[config.mk]
export PLATFORM = sky130hd
export DESIGN_NAME = sort_job_ctrl
export DESIGN_NICKNAME = d
export VERILOG_FILES = /design/src/rtl/sort_job_ctrl.sv
export SDC_FILE = /design/constraint.sdc
export NUM_CORES = 1
export LEC_CHECK = 0
export CAP_MARGIN = 40
export CORE_MARGIN = 4
export CORE_UTILIZATION = 25
export CTS_CLUSTER_SIZE = 20
export DETAILED_ROUTE_END_ITERATION = 16
export GPL_TIMING_DRIVEN = 0
export REMOVE_ABC_BUFFERS = 1
export SKIP_CTS_REPAIR_TIMING = 1
export SLEW_MARGIN = 20
export SYNTH_ARGS = -nofsm -noshare
export SYNTH_HDL_FRONTEND = slang
export SYNTH_SLANG_ARGS = --single-unit
[constraint.sdc]
create_clock -name clk -period 2.75 [get_ports clk]
set_clock_uncertainty 0.1 [all_clocks]
set_input_delay 0.825 -clock clk [delete_from_list [all_inputs] [get_ports clk]]
set_output_delay 0.825 -clock clk [all_outputs]
set_load 0.03 [all_outputs]
[src/rtl/sort_job_ctrl.sv]
// Job sequencer for the bubble-sort engine: loads DEPTH words, hands memory to the engine, drains sorted words.
// Optional SORT_WAIT watchdog enabled by defining SORT_JOB_TIMEOUT_EN.
module sort_job_ctrl #(
  parameter int DATA_W  = 8,
  parameter int ADDR_W  = 4,
  parameter int DEPTH   = 16,
  parameter int TIMEOUT = 4095
) (
  input  logic              clk,
  input  logic              rst,
  input  logic              start,
  input  logic              in_valid,
  output logic              in_ready,
  input  logic [DATA_W-1:0] in_data,
  output logic              out_valid,
  input  logic              out_ready,
  output logic [DATA_W-1:0] out_data,
  output logic              sort_start,
  input  logic              sort_done,
  output logic              mem_sel,
  output logic [ADDR_W-1:0] mem_addr,
  output logic [DATA_W-1:0] mem_wdata,
  output logic              mem_we,
  output logic              mem_re,
  input  logic [DATA_W-1:0] mem_rdata,
  output logic              busy,
  output logic              job_done,
  output logic              timeout_err
);

  if (DEPTH < 2 || DEPTH > (1 << ADDR_W)) begin : g_depth_range
    $error("sort_job_ctrl: DEPTH must lie in 2..2**ADDR_W");
  end
  if (TIMEOUT < 1 || TIMEOUT > 4095) begin : g_timeout_range
    $error("sort_job_ctrl: TIMEOUT must fit the 12-bit watchdog");
  end

  typedef enum logic [2:0] {
    IDLE,
    LOAD,
    SORT_START,
    SORT_WAIT,
    FETCH,
    HOLD,
    DONE
  } state_t;

  localparam logic [ADDR_W-1:0] LAST = ADDR_W'(DEPTH - 1);

  state_t            state, state_nxt;
  logic [ADDR_W-1:0] wr_ptr, rd_ptr;
  logic              wr_last, rd_last;
  logic              to_expired;

  assign wr_last   = (wr_ptr == LAST);
  assign rd_last   = (rd_ptr == LAST);
  assign busy      = (state != IDLE);
  assign mem_wdata = in_data;

  always_ff @(posedge clk or posedge rst) begin
    if (rst) state <= IDLE;
    else     state <= state_nxt;
  end

  always_comb begin
    state_nxt  = state;
    in_ready   = 1'b0;
    out_valid  = 1'b0;
    sort_start = 1'b0;
    mem_sel    = 1'b0;
    mem_addr   = '0;
    mem_we     = 1'b0;
    mem_re     = 1'b0;
    job_done   = 1'b0;
    case (state)
      IDLE: begin
        if (start) state_nxt = LOAD;
      end
      LOAD: begin
        in_ready = 1'b1;
        mem_addr = wr_ptr;
        mem_we   = in_valid;
        if (in_valid && wr_last) state_nxt = SORT_START;
      end
      SORT_START: begin
        mem_sel    = 1'b1;
        sort_start = 1'b1;
        state_nxt  = SORT_WAIT;
      end
      SORT_WAIT: begin
        mem_sel = 1'b1;
        if (sort_done)       state_nxt = FETCH;
        else if (to_expired) state_nxt = IDLE;
      end
      FETCH: begin
        mem_addr  = rd_ptr;
        mem_re    = 1'b1;
        state_nxt = HOLD;
      end
      HOLD: begin
        out_valid = 1'b1;
        if (out_ready) state_nxt = rd_last ? DONE : FETCH;
      end
      DONE: begin
        job_done  = 1'b1;
        state_nxt = IDLE;
      end
      default: state_nxt = IDLE;
    endcase
  end

  // pointers stop at DEPTH-1; the state machine leaves LOAD/HOLD instead of wrapping
  always_ff @(posedge clk or posedge rst) begin
    if (rst) begin
      wr_ptr <= '0;
      rd_ptr <= '0;
    end else begin
      case (state)
        IDLE: begin
          if (start) begin
            wr_ptr <= '0;
            rd_ptr <= '0;
          end
        end
        LOAD:    if (in_valid && !wr_last) wr_ptr <= wr_ptr + 1'b1;
        HOLD:    if (out_ready && !rd_last) rd_ptr <= rd_ptr + 1'b1;
        default: ;
      endcase
    end
  end

  // ---- fetch -> hold boundary: registered drain word ----
  always_ff @(posedge clk or posedge rst) begin
    if (rst)                 out_data <= '0;
    else if (state == FETCH) out_data <= mem_rdata;
  end

`ifdef SORT_JOB_TIMEOUT_EN
  localparam logic [11:0] TO_LAST = 12'(TIMEOUT - 1);

  logic [11:0] to_cnt;
  logic        to_flag;

  always_ff @(posedge clk or posedge rst) begin
    if (rst)                      to_cnt <= '0;
    else if (state == SORT_START) to_cnt <= '0;
    else if (state == SORT_WAIT)  to_cnt <= to_cnt + 1'b1;
  end

  // fires on the TIMEOUT-th SORT_WAIT cycle, so IDLE follows exactly TIMEOUT wait cycles
  assign to_expired = (state == SORT_WAIT) && (to_cnt == TO_LAST);

  always_ff @(posedge clk or posedge rst) begin
    if (rst)                          to_flag <= 1'b0;
    else if (state == IDLE && start)  to_flag <= 1'b0;
    else if (to_expired && !sort_done) to_flag <= 1'b1;
  end

  assign timeout_err = to_flag;
`else
  assign to_expired  = 1'b0;
  assign timeout_err = 1'b0;
`endif

endmodule

==> run_summary.xml, run 1 <==
<?xml version="1.0" encoding="UTF-8"?>
<metrics>
  <group name="pwr">
    <metric name="switching_share" unit="%">43.6</metric>
    <metric name="cellInternalPower" unit="mW">1.02</metric>
    <metric name="p_clk_share" unit="%">10.9</metric>
    <metric name="switching_power" unit="uW">791</metric>
    <metric name="totalPowerFinal" unit="mW">1.82</metric>
    <metric name="share_seq_of_total_power" unit="%">30.9</metric>
    <metric name="peakVddDrop" unit="mV">0.439</metric>
    <metric name="p_per_area" unit="nW/um2">1180</metric>
    <metric name="combinationalPowerShare" unit="%">58.2</metric>
    <metric name="static-leakage-power" unit="nW">0.770</metric>
  </group>
  <group name="global_route">
    <metric name="total_global_routing_overflow" unit="">0</metric>
    <metric name="global_route.usage.total" unit="%">9.95</metric>
    <metric name="grt_first_pass_wirelength" unit="um">4290</metric>
    <metric name="grt_antenna_before_repair" unit="">0</metric>
    <metric name="vias_in_the_first_global_route" unit="">892</metric>
    <metric name="grt_max_degree" unit="">20</metric>
  </group>
  <group name="die">
    <metric name="row_count" unit="">24</metric>
    <metric name="die-area" unit="um2">5750</metric>
    <metric name="core_area" unit="um2">4410</metric>
    <metric name="initial_utilization" unit="%">26.1</metric>
    <metric name="fp.dieW" unit="um">75.9</metric>
    <metric name="num_io_pins" unit="">51</metric>
    <metric name="fp.dieH" unit="um">75.9</metric>
  </group>
  <group name="routing">
    <metric name="remaining_drc_errors" unit="">0</metric>
    <metric name="vias_per_cell" unit="">4.86</metric>
    <metric name="postRouteWirelength" unit="um">2640</metric>
    <metric name="detail_route.wl_per_cell" unit="um">14.3</metric>
    <metric name="first_pass_iters" unit="">4</metric>
    <metric name="dr.first_iter.drc_count" unit="">32</metric>
    <metric name="overall_via_count_from_detail_route" unit="">895</metric>
    <metric name="ant_nets" unit="">0</metric>
  </group>
  <group name="setup_path">
    <metric name="timing.critical_path.buf_inv" unit="">1</metric>
    <metric name="cp_data_arrival_time" unit="ns">1.74</metric>
    <metric name="timing_worst_setup_path_type" unit="">reg2out</metric>
    <metric name="timing.critical_path.from_type" unit="">flop</metric>
    <metric name="worst_r2r_startpoint" unit="">state[1]</metric>
    <metric name="worst_r2r_path_depth" unit="">2</metric>
    <metric name="critical-path-slowest-cell" unit="">sky130_fd_sc_hd__clkdlybuf4s50_1</metric>
    <metric name="crit-reg2reg-capture" unit="">wr_ptr[2]</metric>
    <metric name="cp_top_family" unit="">buffers and inverters</metric>
    <metric name="critical_path.cell_chain" unit="">nand2b_1 -&gt; nor2_1 -&gt; clkdlybuf4s50_1</metric>
    <metric name="crit_required" unit="ns">1.83</metric>
    <metric name="cpPeakStageDelay" unit="ns">0.68</metric>
    <metric name="crit_path_end_kind" unit="">output pin</metric>
    <metric name="setup.reg_to_reg.worst_slack" unit="ns">1.08</metric>
    <metric name="critPathMaxFanout" unit="">12</metric>
  </group>
  <group name="sta">
    <metric name="max_clock_freq" unit="MHz">376</metric>
    <metric name="final-hold-violation-count" unit="">0</metric>
    <metric name="timing.final.max_slew_violations" unit="">0</metric>
    <metric name="setup_viol" unit="">0</metric>
    <metric name="fin_crit" unit="ns">2.66</metric>
    <metric name="relSlewSlack" unit="%">49.7</metric>
    <metric name="rsz_0062_raised_after_global_routing" unit="">false</metric>
    <metric name="worstMarginPinSlew" unit="ns">0.754</metric>
    <metric name="timing.final.crit_share" unit="%">96.8</metric>
  </group>
  <group name="placed_design">
    <metric name="place_area" unit="um2">1440</metric>
    <metric name="hpwlAfterDp" unit="um">1960</metric>
    <metric name="gp_routability_congestion" unit="">0.740</metric>
    <metric name="io_buffer_count" unit="">33</metric>
  </group>
  <group name="logic_synthesis">
    <metric name="synth_area" unit="um2">1150</metric>
    <metric name="synth_ff_type" unit="">sky130_fd_sc_hd__dfrtp_1</metric>
    <metric name="synth_area_leader_cell" unit="">sky130_fd_sc_hd__dfrtp_1</metric>
    <metric name="synthCells" unit="">109</metric>
    <metric name="ys_ff_latch" unit="">19</metric>
    <metric name="yosys-top-cells-area" unit="">sky130_fd_sc_hd__dfrtp_1 (41%), sky130_fd_sc_hd__buf_4 (7.8%), sky130_fd_sc_hd__mux2_2 (5.9%), sky130_fd_sc_hd__mux2_1 (4.9%), sky130_fd_sc_hd__a22o_1 (3.8%)</metric>
    <metric name="synth-edff-count" unit="">0</metric>
    <metric name="async_reset_ff_share" unit="%">100</metric>
    <metric name="yosysWarnings" unit="">0</metric>
    <metric name="synth_top_cell_area_share" unit="%">41.3</metric>
    <metric name="synth_cell_types" unit="">35</metric>
    <metric name="yosysSeqAreaShare" unit="%">41.3</metric>
    <metric name="syn_avg_cell_area" unit="um2">10.6</metric>
  </group>
  <group name="cells_and_area">
    <metric name="antennaDiodeCount" unit="">0</metric>
    <metric name="syn2layout_area_growth" unit="%">33.6</metric>
    <metric name="mostFrequentLayoutCells" unit="">sky130_fd_sc_hd__clkdlybuf4s50_1 (24), sky130_fd_sc_hd__dfrtp_1 (16), sky130_fd_sc_hd__nand2_1 (8), sky130_fd_sc_hd__dlymetal6s2s_1 (8), sky130_fd_sc_hd__mux2_2 (6)</metric>
    <metric name="layout.nets" unit="">157</metric>
    <metric name="layout.cells.most_common" unit="">sky130_fd_sc_hd__clkdlybuf4s50_1</metric>
    <metric name="summed_area_of_non_filler_cells_in_the_final_layout" unit="um2">1540</metric>
    <metric name="post_route_cells_drive_above_1_share" unit="%">16.7</metric>
  </group>
  <group name="run">
    <metric name="drv_cap" unit="">0</metric>
  </group>
  <group name="hold_path">
    <metric name="hold_ep" unit="">out_data[3]</metric>
    <metric name="hold_path.startpoint" unit="">out_data[3]</metric>
    <metric name="min_path_type" unit="">reg2reg</metric>
    <metric name="worst_hold_path.num_cells" unit="">1</metric>
  </group>
  <group name="status">
    <metric name="outcome" unit="">completed</metric>
  </group>
  <group name="clocking">
    <metric name="clk_pin_slew" unit="ns">0.07</metric>
    <metric name="cts_inserted_buffers" unit="">3</metric>
    <metric name="clk_path_buf_depth" unit="">2</metric>
    <metric name="clkSinkCount" unit="">19</metric>
    <metric name="cts_tree" unit="">built</metric>
    <metric name="clock_insertion_delay_worst_skew" unit="ns">0.26</metric>
    <metric name="cts-htree-levels" unit="">1</metric>
    <metric name="cts_root_buf" unit="">sky130_fd_sc_hd__clkbuf_8</metric>
  </group>
</metrics>
-- flip-flops by register name (all words and copies together) (netlist names) --
name / cells
wr_ptr: 4
out_data: 8
state: 3
rd_ptr: 4
-- worst max-delay path by stage --
stage          depth (start not counted)  startpoint           to  slack (ns)
5_1_grt                                3    state[2]   sort_start       0.006
3_3_place_gp                           3    in_valid       mem_we       -0.46
2_1_floorplan                          2    state[0]  mem_addr[0]        0.13
3_5_place_dp                           3    in_valid       mem_we       -0.47
4_1_cts                                3    state[0]  mem_addr[2]       -0.62
6_report                               3    state[2]   sort_start        0.09
-- layer usage --
metal | GRT usage, % | vias up | part of all wire, %
met2 | 14.5 | 38 | 50
met4 | 5.83 | 0 | 2.4
met3 | 2.77 | 5 | 6.9
met5 | 0 | - | 0
met1 | 13.0 | 426 | 41
li1 | - | 426 | -
-- stage by stage --
stage	util, %	setup TNS, ns	instances	setup WS [ns]	hold WS [ns]
finish	34.8	0	184	0.0893	0.391
global route	34.8	0	184	0.00638	0.423
CTS	33.6	-3.87	182	-0.617	0.397
detailed placement	32.5	-2.01	178	-0.473	0.379
global placement	32.5	-1.71	178	-0.456	0.374
floorplan	-	0	93	0.134	0.394
-- cell usage after synthesis (2+ instances only) --
cell type and number:
sky130_fd_sc_hd__a22o_1 5, sky130_fd_sc_hd__a32o_1 2, sky130_fd_sc_hd__and2_1 2, sky130_fd_sc_hd__and3_1 2
sky130_fd_sc_hd__buf_2 4, sky130_fd_sc_hd__buf_4 12, sky130_fd_sc_hd__dfrtp_1 19, sky130_fd_sc_hd__ha_1 2
sky130_fd_sc_hd__inv_1 5, sky130_fd_sc_hd__mux2_1 5, sky130_fd_sc_hd__mux2_2 6, sky130_fd_sc_hd__mux2i_1 4
sky130_fd_sc_hd__nand2_1 8, sky130_fd_sc_hd__nand2b_1 2, sky130_fd_sc_hd__nand3_1 4, sky130_fd_sc_hd__nand3b_1 2
sky130_fd_sc_hd__nor2_1 4, sky130_fd_sc_hd__nor2b_1 3, sky130_fd_sc_hd__o21ai_1 2
-- power by group through the flow --
| stage | Combinational, mW | Clock, mW | Sequential [mW] |
|---|---|---|---|
| floorplan | 0.533 | 0 | 0.643 |
| global placement | 0.986 | 0 | 0.545 |
| detailed placement | 1.01 | 0 | 0.557 |
| CTS | 1.01 | 0.202 | 0.552 |
| global route | 1.13 | 0.217 | 0.590 |
| finish | 1.06 | 0.198 | 0.561 |
-- layout make-up --
cell class / instances / area (um2)
repair buffers: 35 / 373
clock inverters: 1 / 5.00
fillers: 433 / 2880
flip-flops and latches: 19 / 479
clock buffers: 3 / 41.3
well taps: 52 / 65.1
inverters: 5 / 18.8
multi-input cells: 69 / 556
-- cell families (layout without fill, tap and decap cells) --
family | after synthesis | in the layout | share of synthesized area [%]
other | 1 | 1 | 0.326
AO/OA/AOI/OAI | 17 | 17 | 13.5
adder cells (fa/ha/maj) | 2 | 2 | 2.17
multiplexers | 15 | 15 | 14.2
buffers and inverters | 21 | 44 | 11.2
flip-flops | 19 | 19 | 41.3
AND/OR/NAND/NOR | 34 | 34 | 17.3
Note: power is estimated with default switching activity, not from simulation.
==> inputs of run 2 (changes only) <==
Settings changed: CORE_UTILIZATION 25 to 41, PLACE_DENSITY set to 0.79.
Clock period 2.75 ns to 3 ns, I/O delays scaled along.
==> run_summary.xml, run 2 (synthesized netlist as in run 1, its figures left out) <==
<?xml version="1.0" encoding="UTF-8"?>
<metrics>
  <group name="global_route">
    <metric name="grt_antenna_before_repair" unit="">0</metric>
    <metric name="total_global_routing_overflow" unit="">0</metric>
    <metric name="grt_max_degree" unit="">20</metric>
    <metric name="grt_first_pass_wirelength" unit="um">3950</metric>
    <metric name="vias_in_the_first_global_route" unit="">890</metric>
    <metric name="global_route.usage.total" unit="%">14.0</metric>
  </group>
  <group name="setup_path">
    <metric name="worst_r2r_path_depth" unit="">2</metric>
    <metric name="crit_required" unit="ns">2.00</metric>
    <metric name="timing.critical_path.from_type" unit="">flop</metric>
    <metric name="timing_worst_setup_path_type" unit="">reg2out</metric>
    <metric name="worst_r2r_startpoint" unit="">state[1]</metric>
    <metric name="cp_data_arrival_time" unit="ns">1.91</metric>
    <metric name="crit_path_end" unit="">in_ready</metric>
    <metric name="setup.reg_to_reg.worst_slack" unit="ns">1.27</metric>
    <metric name="crit-reg2reg-capture" unit="">wr_ptr[2]</metric>
    <metric name="crit_path_end_kind" unit="">output pin</metric>
    <metric name="critPathLaunch" unit="">state[1]</metric>
    <metric name="critPathMaxFanout" unit="">12</metric>
  </group>
  <group name="cells_and_area">
    <metric name="layout.nets" unit="">157</metric>
    <metric name="top_regs" unit="">out_data: 8 flops, rd_ptr: 4 flops, wr_ptr: 4 flops</metric>
    <metric name="post_route_cells_drive_above_1_share" unit="%">15.2</metric>
    <metric name="antennaDiodeCount" unit="">0</metric>
    <metric name="largest_register_ffs" unit="">8</metric>
    <metric name="mostFrequentLayoutCells" unit="">sky130_fd_sc_hd__clkdlybuf4s50_1 (27), sky130_fd_sc_hd__dfrtp_1 (17), sky130_fd_sc_hd__nand2_1 (8), sky130_fd_sc_hd__mux2_2 (6)</metric>
    <metric name="largest_register" unit="">out_data</metric>
    <metric name="syn2layout_area_growth" unit="%">28.7</metric>
    <metric name="layout.cells.most_common" unit="">sky130_fd_sc_hd__clkdlybuf4s50_1</metric>
    <metric name="fillers" unit="">223</metric>
  </group>
  <group name="die">
    <metric name="die-area" unit="um2">3720</metric>
    <metric name="core_area" unit="um2">2570</metric>
    <metric name="fp.dieH" unit="um">61.0</metric>
    <metric name="row_count" unit="">18</metric>
    <metric name="num_io_pins" unit="">51</metric>
    <metric name="fp.dieW" unit="um">61.0</metric>
    <metric name="initial_utilization" unit="%">44.8</metric>
  </group>
  <group name="routing">
    <metric name="overall_via_count_from_detail_route" unit="">885</metric>
    <metric name="dr.first_iter.drc_count" unit="">25</metric>
    <metric name="first_pass_iters" unit="">4</metric>
    <metric name="ant_nets" unit="">0</metric>
    <metric name="remaining_drc_errors" unit="">0</metric>
    <metric name="postRouteWirelength" unit="um">2400</metric>
    <metric name="vias_per_cell" unit="">5.46</metric>
    <metric name="detail_route.wl_per_cell" unit="um">14.8</metric>
  </group>
  <group name="placed_design">
    <metric name="hpwlAfterDp" unit="um">1870</metric>
    <metric name="io_buffer_count" unit="">33</metric>
    <metric name="gp_routability_congestion" unit="">0.866</metric>
  </group>
  <group name="sta">
    <metric name="setup_viol" unit="">0</metric>
    <metric name="relSlewSlack" unit="%">53.6</metric>
    <metric name="timing.final.max_slew_violations" unit="">0</metric>
    <metric name="timing.final.crit_share" unit="%">96.8</metric>
    <metric name="finalHoldWorstSlack" unit="ns">0.397</metric>
    <metric name="rsz_0062_raised_after_global_routing" unit="">false</metric>
    <metric name="worstMarginPinSlew" unit="ns">0.695</metric>
    <metric name="final-hold-violation-count" unit="">0</metric>
    <metric name="fin_crit" unit="ns">2.91</metric>
    <metric name="max_clock_freq" unit="MHz">344</metric>
  </group>
  <group name="clocking">
    <metric name="clock_insertion_delay_worst_skew" unit="ns">0.29</metric>
    <metric name="cts_inserted_buffers" unit="">3</metric>
    <metric name="clk_path_buf_depth" unit="">2</metric>
    <metric name="clk_pin_slew" unit="ns">0.10</metric>
    <metric name="cts_tree" unit="">built</metric>
    <metric name="cts_root_buf" unit="">sky130_fd_sc_hd__clkbuf_4</metric>
    <metric name="cts-htree-levels" unit="">1</metric>
    <metric name="clkSinkCount" unit="">19</metric>
  </group>
  <group name="status">
    <metric name="outcome" unit="">completed</metric>
  </group>
  <group name="pwr">
    <metric name="peakVddDrop" unit="mV">0.747</metric>
    <metric name="p_per_area" unit="nW/um2">1080</metric>
    <metric name="static-leakage-power" unit="nW">0.723</metric>
    <metric name="totalPowerFinal" unit="mW">1.60</metric>
  </group>
  <group name="hold_path">
    <metric name="min_path_type" unit="">reg2reg</metric>
    <metric name="worst_hold_path.num_cells" unit="">1</metric>
  </group>
  <group name="run">
    <metric name="drv_cap" unit="">0</metric>
  </group>
</metrics>
[run 2: power breakdown]
group / total (mW) / switching (mW) / leakage, nW / internal, mW
Combinational: 0.964 / 0.490 / 0.473 / 0.474
Clock: 0.126 / 0.0740 / 0.0150 / 0.0517
Sequential: 0.510 / 0.137 / 0.235 / 0.373
Total: 1.60 / 0.701 / 0.723 / 0.898
[run 2: layout make-up]
class / count / area, um2 / area share (%)
multi-input cells: 69 / 556 / 37.5
repair buffers: 35 / 365 / 24.7
clock buffers: 4 / 26.3 / 1.77
inverters: 5 / 18.8 / 1.27
well taps: 30 / 37.5 / 2.53
flip-flops and latches: 19 / 478 / 32.3
[run 2: how the worst min path moves through the flow]
| stage | from | endpoint |
|---|---|---|
| 6_report | out_data[7] | out_data[7] |
| 5_1_grt | out_data[3] | out_data[3] |
| 4_1_cts | out_data[0] | out_data[0] |
| 3_5_place_dp | out_data[7] | out_data[7] |
| 3_3_place_gp | out_data[7] | out_data[7] |
| 2_1_floorplan | rd_ptr[0] | rd_ptr[0] |
[run 2: per-stage QoR]
step,TNS (ns),cell area (um2),worst slack (ns),cells,utilization (%)
floorplan,0,1040,0.309,93,-
global placement,-0.603,1410,-0.344,156,54.9
detailed placement,-0.650,1410,-0.339,156,54.9
CTS,-2.52,1440,-0.415,160,55.9
global route,0,1480,0.0222,162,57.7
finish,0,1480,0.0947,162,57.7
[run 2: worst max-delay path: stages, from the launching register on]
cell,delay [ns]
sky130_fd_sc_hd__dfrtp_1,0.52
sky130_fd_sc_hd__nor3b_4,0.27
sky130_fd_sc_hd__buf_12,0.15
sky130_fd_sc_hd__clkdlybuf4s50_1,0.67
[run 2: metal layers]
metal  up-vias  share of wire, %  global-route usage (%)
met3         2               5.2                    3.83
li1        422                 -                       -
met4         0               1.1                    4.64
met2        25                54                    24.9
met1       436                40                    16.2
met5         -                 0                       0
==> inputs of run 3 (changes only) <==
Settings changed: CORE_UTILIZATION 41 to 31, PLACE_DENSITY 0.79 to unset.
==> run_summary.xml, run 3 (synthesized netlist as in run 1, its figures left out) <==
<?xml version="1.0" encoding="UTF-8"?>
<metrics>
  <group name="hold_path">
    <metric name="hold_path.startpoint" unit="">out_data[0]</metric>
    <metric name="min_path_type" unit="">reg2reg</metric>
    <metric name="worst_hold_path.num_cells" unit="">1</metric>
  </group>
  <group name="global_route">
    <metric name="global_route.usage.total" unit="%">11.4</metric>
    <metric name="grt_first_pass_wirelength" unit="um">4020</metric>
    <metric name="vias_in_the_first_global_route" unit="">881</metric>
    <metric name="grt_max_degree" unit="">20</metric>
    <metric name="total_global_routing_overflow" unit="">0</metric>
    <metric name="grt_antenna_before_repair" unit="">0</metric>
  </group>
  <group name="sta">
    <metric name="max_clock_freq" unit="MHz">343</metric>
    <metric name="timing.final.max_slew_violations" unit="">0</metric>
    <metric name="rsz_0062_raised_after_global_routing" unit="">false</metric>
    <metric name="timing.final.crit_share" unit="%">97.2</metric>
    <metric name="worstMarginPinSlew" unit="ns">0.725</metric>
    <metric name="worst_slack" unit="ns">0.0849</metric>
    <metric name="fin_crit" unit="ns">2.92</metric>
    <metric name="relSlewSlack" unit="%">51.6</metric>
    <metric name="final-hold-violation-count" unit="">0</metric>
    <metric name="setup_viol" unit="">0</metric>
  </group>
  <group name="setup_path">
    <metric name="critPathMaxFanout" unit="">7</metric>
    <metric name="setup.reg_to_reg.worst_slack" unit="ns">1.17</metric>
    <metric name="worst_r2r_path_depth" unit="">5</metric>
    <metric name="critPathLaunch" unit="">in_valid</metric>
    <metric name="crit_required" unit="ns">2.00</metric>
    <metric name="cp_data_arrival_time" unit="ns">1.92</metric>
    <metric name="worst_r2r_startpoint" unit="">state[1]</metric>
    <metric name="crit_path_end_kind" unit="">output pin</metric>
    <metric name="timing_worst_setup_path_type" unit="">in2out</metric>
    <metric name="timing.critical_path.from_type" unit="">input pin</metric>
  </group>
  <group name="placed_design">
    <metric name="io_buffer_count" unit="">33</metric>
    <metric name="dpl_worst_slack" unit="ns">-0.372</metric>
    <metric name="gp_routability_congestion" unit="">0.750</metric>
    <metric name="hpwlAfterDp" unit="um">1920</metric>
    <metric name="place_inst" unit="">172</metric>
  </group>
  <group name="routing">
    <metric name="detail_route.wl_per_cell" unit="um">14.2</metric>
    <metric name="vias_per_cell" unit="">4.93</metric>
    <metric name="dr.first_iter.drc_count" unit="">38</metric>
    <metric name="first_pass_iters" unit="">3</metric>
    <metric name="postRouteWirelength" unit="um">2550</metric>
    <metric name="ant_nets" unit="">0</metric>
    <metric name="overall_via_count_from_detail_route" unit="">888</metric>
    <metric name="remaining_drc_errors" unit="">0</metric>
  </group>
  <group name="cells_and_area">
    <metric name="post_route_cells_drive_above_1_share" unit="%">15.7</metric>
    <metric name="fillers" unit="">351</metric>
    <metric name="layout.cells.most_common" unit="">sky130_fd_sc_hd__clkdlybuf4s50_1</metric>
    <metric name="largest_register" unit="">out_data</metric>
    <metric name="layoutNonFillerInstCount" unit="">180</metric>
    <metric name="antennaDiodeCount" unit="">0</metric>
    <metric name="syn2layout_area_growth" unit="%">32.4</metric>
    <metric name="mostFrequentLayoutCells" unit="">sky130_fd_sc_hd__clkdlybuf4s50_1 (26), sky130_fd_sc_hd__dfrtp_1 (18), sky130_fd_sc_hd__nand2_1 (8), sky130_fd_sc_hd__mux2_2 (6), sky130_fd_sc_hd__dlymetal6s2s_1 (6)</metric>
    <metric name="largest_register_ffs" unit="">8</metric>
    <metric name="layout.nets" unit="">159</metric>
    <metric name="top_regs" unit="">out_data: 8 flops, rd_ptr: 4 flops, wr_ptr: 4 flops</metric>
  </group>
  <group name="die">
    <metric name="fp.dieH" unit="um">68.9</metric>
    <metric name="num_io_pins" unit="">51</metric>
    <metric name="fp.dieW" unit="um">68.9</metric>
    <metric name="row_count" unit="">21</metric>
    <metric name="core_area" unit="um2">3470</metric>
    <metric name="die-area" unit="um2">4750</metric>
    <metric name="initial_utilization" unit="%">33.2</metric>
  </group>
  <group name="clocking">
    <metric name="clk_pin_slew" unit="ns">0.07</metric>
    <metric name="cts_root_buf" unit="">sky130_fd_sc_hd__clkbuf_8</metric>
    <metric name="clock_insertion_delay_worst_skew" unit="ns">0.26</metric>
    <metric name="clkSinkCount" unit="">19</metric>
    <metric name="cts_inserted_buffers" unit="">3</metric>
    <metric name="cts-htree-levels" unit="">1</metric>
    <metric name="clk_path_buf_depth" unit="">2</metric>
    <metric name="cts_tree" unit="">built</metric>
  </group>
  <group name="pwr">
    <metric name="p_per_area" unit="nW/um2">1090</metric>
    <metric name="static-leakage-power" unit="nW">0.750</metric>
    <metric name="peakVddDrop" unit="mV">0.422</metric>
    <metric name="totalPowerFinal" unit="mW">1.65</metric>
  </group>
  <group name="run">
    <metric name="drv_cap" unit="">0</metric>
  </group>
  <group name="status">
    <metric name="outcome" unit="">completed</metric>
  </group>
</metrics>
-- run 3: report_power, final --
group	internal (mW)	total, mW	switching, mW
combinational	0.470	0.966	0.496
clock	0.0945	0.177	0.0822
sequential	0.372	0.512	0.140
total	0.937	1.65	0.718
-- run 3: per-layer routing --
metal | vias to the layer above | GRT usage [%] | routed length (um)
met3 | 5 | 3.89 | 112
met1 | 435 | 12.4 | 1070
met2 | 22 | 19.4 | 1320
met4 | 0 | 5.84 | 50
met5 | - | 0 | 0
li1 | 426 | - | -
-- run 3: final cells by class --
class | instances | area, um2 | share of cell area [%]
well taps | 46 | 57.6 | 3.78
clock buffers | 4 | 45.0 | 2.96
flip-flops and latches | 19 | 477 | 31.3
repair buffers | 37 | 370 | 24.3
inverters | 5 | 18.8 | 1.23
multi-input cells | 69 | 556 | 36.5
-- run 3: worst max-delay path, cell delays in order --
cell and delay, ns:
sky130_fd_sc_hd__clkdlybuf4s50_1 0.64, sky130_fd_sc_hd__and2_1 0.17, sky130_fd_sc_hd__clkbuf_2 0.20
-- run 3: path summary, 6_finish.rpt --
| kind | end |
|---|---|
| max | mem_we |
| min | out_data[0] |
| min reg2reg | out_data[0] |
| min in group asynchronous | out_data[7] |
| max in group asynchronous | state[0] |
| max reg2reg | wr_ptr[0] |
-- run 3: stage by stage --
stage | util (%) | setup TNS, ns | cell area [um2] | hold WS, ns
after global placement | 41.2 | -0.719 | 1430 | 0.373
after global routing | 43.9 | 0 | 1520 | 0.408
after CTS | 42.5 | -2.57 | 1470 | 0.399
final | 43.9 | 0 | 1520 | 0.393
after detailed placement | 41.2 | -1.03 | 1430 | 0.379
after floorplan | - | 0 | 1040 | 0.394
